### src/rtl/tl_fragmenter_param.sv
// tl_fragmenter_param: splits multi-beat TileLink-UL requests into single-beat fragments and reassembles D responses via source tagging.
module tl_fragmenter_param #(
   parameter int ADDR_W = 31,
   parameter int SRC_W = 8,
   parameter int SIZE_W = 3,
   parameter int BEAT_BYTES = 8,
   parameter int MAX_SIZE_LOG2 = 6,
   localparam int L = $clog2(BEAT_BYTES),
   localparam int DATA_W = 8 * BEAT_BYTES,
   localparam int FRAG_W = (MAX_SIZE_LOG2 - L > 1) ? MAX_SIZE_LOG2 - L : 1,
   localparam int OSRC_W = SRC_W + SIZE_W + FRAG_W
) (
   input  logic                  clock,
   input  logic                  reset,
   input  logic                  in_a_valid,
   output logic                  in_a_ready,
   input  logic [2:0]            in_a_opcode,
   input  logic [2:0]            in_a_param,
   input  logic [SIZE_W-1:0]     in_a_size,
   input  logic [SRC_W-1:0]      in_a_source,
   input  logic [ADDR_W-1:0]     in_a_address,
   input  logic [BEAT_BYTES-1:0] in_a_mask,
   input  logic [DATA_W-1:0]     in_a_data,
   input  logic                  in_a_corrupt,
   output logic                  in_d_valid,
   input  logic                  in_d_ready,
   output logic [2:0]            in_d_opcode,
   output logic [SIZE_W-1:0]     in_d_size,
   output logic [SRC_W-1:0]      in_d_source,
   output logic [DATA_W-1:0]     in_d_data,
   output logic                  in_d_corrupt,
   output logic                  out_a_valid,
   input  logic                  out_a_ready,
   output logic [2:0]            out_a_opcode,
   output logic [2:0]            out_a_param,
   output logic [SIZE_W-1:0]     out_a_size,
   output logic [OSRC_W-1:0]     out_a_source,
   output logic [ADDR_W-1:0]     out_a_address,
   output logic [BEAT_BYTES-1:0] out_a_mask,
   output logic [DATA_W-1:0]     out_a_data,
   output logic                  out_a_corrupt,
   input  logic                  out_d_valid,
   output logic                  out_d_ready,
   input  logic [2:0]            out_d_opcode,
   input  logic [SIZE_W-1:0]     out_d_size,
   input  logic [OSRC_W-1:0]     out_d_source,
   input  logic [DATA_W-1:0]     out_d_data,
   input  logic                  out_d_corrupt
);
   logic [FRAG_W-1:0] cnt, nm1, rem, drem;
   logic [FRAG_W:0] n;
   logic big, is_get, a_fire, suppress;
   logic [SRC_W-1:0] dsrc;
   logic [SIZE_W-1:0] lgsz;
   logic unused_ok;
   always_comb begin
      big = in_a_size > SIZE_W'(L);
      n = big ? (FRAG_W+1)'(1) << (in_a_size - SIZE_W'(L)) : (FRAG_W+1)'(1);
      nm1 = FRAG_W'(n - 1'b1);
      rem = nm1 - cnt;
   end
   assign is_get = in_a_opcode == 3'd4;
   assign out_a_valid = reset && in_a_valid;
   // A Get burst holds its inbound beat until the last fragment leaves
   assign in_a_ready = reset && out_a_ready && (!is_get || rem == '0);
   assign a_fire = out_a_valid && out_a_ready;
   assign out_a_opcode = in_a_opcode;
   assign out_a_param = in_a_param;
   assign out_a_data = in_a_data;
   assign out_a_corrupt = in_a_corrupt;
   assign out_a_size = big ? SIZE_W'(L) : in_a_size;
   assign out_a_address = in_a_address + (ADDR_W'(cnt) << L);
   assign out_a_source = {in_a_source, in_a_size, rem};
   assign out_a_mask = (is_get && big) ? '1 : in_a_mask;
   always_ff @(posedge clock)
      if (!reset) cnt <= '0;
      else if (a_fire) cnt <= (rem == '0) ? '0 : cnt + 1'b1;
   assign {dsrc, lgsz, drem} = out_d_source;
   // Only the final AccessAck of a fragmented Put reaches the master
   assign suppress = out_d_opcode == 3'd0 && drem != '0;
   assign in_d_valid = reset && out_d_valid && !suppress;
   assign out_d_ready = reset && (in_d_ready || suppress);
   assign in_d_opcode = out_d_opcode;
   assign in_d_size = lgsz;
   assign in_d_source = dsrc;
   assign in_d_data = out_d_data;
   assign in_d_corrupt = out_d_corrupt;
   assign unused_ok = ^out_d_size;
endmodule

### config.mk
export PLATFORM = sky130hd
export DESIGN_NAME = tl_fragmenter_param
export DESIGN_NICKNAME = d
export VERILOG_FILES = /design/src/rtl/tl_fragmenter_param.sv
export SDC_FILE = /design/constraint.sdc
export NUM_CORES = 1
export LEC_CHECK = 0
export BUFFER_PORTS_ARGS = -buffer_cell sky130_fd_sc_hd__buf_2
export CAP_MARGIN = 20
export CORE_AREA = 2 2 162 164
export DETAILED_ROUTE_END_ITERATION = 8
export DIE_AREA = 0 0 164 166
export HOLD_SLACK_MARGIN = 0.08
export PLACE_DENSITY = 0.41
export SLEW_MARGIN = 15
export SYNTH_ARGS = -nofsm -noshare
export SYNTH_HDL_FRONTEND = slang
export SYNTH_SLANG_ARGS = --single-unit
### constraint.sdc
create_clock -name clock -period 4.1 [get_ports clock]
set_input_delay 0.82 -clock clock [delete_from_list [all_inputs] [get_ports clock]]
set_output_delay 0.82 -clock clock [all_outputs]
set_load 0.03 [all_outputs]
==> results.ini <==
[run_status]
run_status=finished clean

[clock_network]
clock_sink_count=3
ctsHtreeMaxLevel=1
cts_resized=0
cts_tree=built
cts_hold_fix_bufs=0
clockRootBuffer=clkbuf_16
postCtsSetupRepairBufs=0
worstSkewPairLatency_ps=220
cts-buffers-inserted=3
worst_setup_hold_path_clk_slew_ps=30
clk_path_buf_depth=2

[setup_path]
worstSetupPathType=in -> out
crit_path_max_fanout=4
worstSetupEndpointType=primary output
setup.worst_path.start_class=input pin
crit_path_cell_trace=buf_2 > nand2_1 > inv_1 > ha_1 > or4b_4 > nor2_1 > fa_1 > nor2_2 > nand3_2 > a31oi_1 > buf_2
critical_path.slowest_cell=or4b_4
crit_path_max_incr_delay_ps=500
worst_ep_arrival_time_ps=3120
crit_required_ps=3280
critical_path.most_common_cell=buf_2

[grt]
grt_max_degree=12
initial_antenna_violation_count=0
globalRouteTotalUtil=0.0489
grt_pass1_wl_um=9780
overflow=0
via_count_of_the_first_global_routing_pass=1580

[sta]
achievable-frequency_mhz=254
setup_total_negative_slack_ps=0
crit_share_post_route=0.960
worstMarginPinSlew_ps=838
report.final.setup_viol=0
finalHoldViolations=0
slew_viol_final=0
final.hold.worst_slack_ps=530
maxSlewHeadroom=0.442
fin_worst_skew_ps=2.58
finalCriticalPeriod_ps=3940
setup_repair_after_global_routing_missed_its_margin=false

[final_layout]
reg_with_most_ffs=cnt
finalCoreUtilization=0.0791
flow.area_growth_from_synthesis_pct=-8.48
multi_input_area_um2=882
layout_top_registers=cnt: 3 flops
filler_cell_count=2993
largest_register_ff_count=3
n_antenna_cell=0
drive_above_1_share=0.508
fin_nets=473
sequential_cell_area_um2=60.1

[yosys]
synthFlopType=dfxtp_1
synth_most_common_cell=buf_4
ys_top_cells_by_area=buf_4 56%, xnor2_1 7.9%, ha_1 3.4%
synth_enable_flop_cells=0
synth.yosys.warnings=0
ys_top_cells_by_count=164 x buf_4, 20 x xnor2_1, 15 x nand2_1
avgSynthCellArea_um2=7.26
synthesis.nets=525
synth_area_um2=2210
synth.yosys.seq_area_share=0.0271
yosysTopAreaCellShare=0.556
synth-async-reset-ratio=0
synth-seq-cells=3
synth_largest_area_cell=buf_4
yosys.cell_types.count=35
synthCells=305

[floorplanning]
ios=422
fp-row-count=59
core_region_area_um2=25600
fp.dieArea_um2=27200
die_h_um=166
die_width_um=164
initial_standard_cell_utilization_of_the_core=0.0864

[routing]
totalWireLength_um=7280
dr.pass1.iters=4
drtIter0Drc=63
post_drt_wl_per_cell_um=12.4
vias=1628
via_per_inst=2.77
post-route-drc-count=0
detail-route-antenna-nets=0

[min_path]
min-delay-path-class=reg -> reg

[place]
detailedPlacementHpwl_um=6490
io_buffers=108
gp_congestion=0.717

[run]
max_cap_violations=0

[power_and_ir_drop]
static-leakage-power_nw=0.881
power_density_nw_per_um2=197
peakVddDrop_uv=108

cells in the final DEF (no fill, tap or decap), drive strengths merged, types with 2 or more instances in the layout:
cell type / instances
nor4: 2
dfxtp: 3
or4: 2
inv: 8
and3: 8
ha: 6
clkbuf: 4
or2: 9
xnor2: 20
buf: 110
a21oi: 5
xor2: 7
nand3: 14
fa: 2
nor2: 9
and2: 4
nor3: 4
nand2: 15
nand4: 7
o21ai: 3
stage by stage:
stage,total power [mW],instances,setup WS [ps],instance area (um2)
CTS,0.403,587,110,2020
finish,0.399,587,163,2030
global placement,0.248,583,113,1940
floorplan,0.452,305,9.02,2210
global route,0.421,587,18.2,2030
detailed placement,0.247,583,128,1940
worst max-delay path, delay by kind of cell:
| kind | cells | cell delay [ps] |
|---|---|---|
| AOI/OAI and AO/OA | 1 | 180 |
| adders and majority gates | 2 | 740 |
| buffers and inverters | 3 | 380 |
| and+or+nand+nor | 5 | 980 |
routing by layer:
layer	part of all wire	wire [um]	GRT usage	up-vias
met5	0	0	0.0109	-
met4	0.086	629	0.0439	0
met3	0.16	1150	0.0332	76
met2	0.39	2860	0.0625	152
met1	0.36	2630	0.0524	683
li1	-	-	-	717
where the power goes:
part           total, mW  switching (mW)  internal [mW]
Sequential        0.0330         0.00234         0.0307
Clock              0.154          0.0258          0.128
Combinational      0.212           0.140         0.0717
cell type report:
type	instances	share of cell area
repair buffers	110	0.274
flip-flops and latches	3	0.0296
well taps	335	0.207
clock buffers	4	0.0389
inverters	8	0.0148
multi-input cells	127	0.435
kinds of logic after synthesis:
kind of cell | count (synthesis) | share of synthesized area
AO/OA/AOI/OAI | 13 | 0.0367
XOR/XNOR | 27 | 0.107
adder cells (fa/ha/maj) | 8 | 0.0520
buffers and inverters | 175 | 0.575
flip-flops | 3 | 0.0271
AND/OR/NAND/NOR | 79 | 0.202
final timing paths:
kind	to	cells past startpoint	start	slack, ps
worst min register to register	cnt[0]	2	cnt[0]	530
worst max register to register	cnt[1]	7	cnt[0]	2180
worst min-delay path	cnt[0]	2	cnt[0]	530
worst max-delay path	in_a_ready	11	in_a_size[0]	160
(Power assumes the default switching activity.)
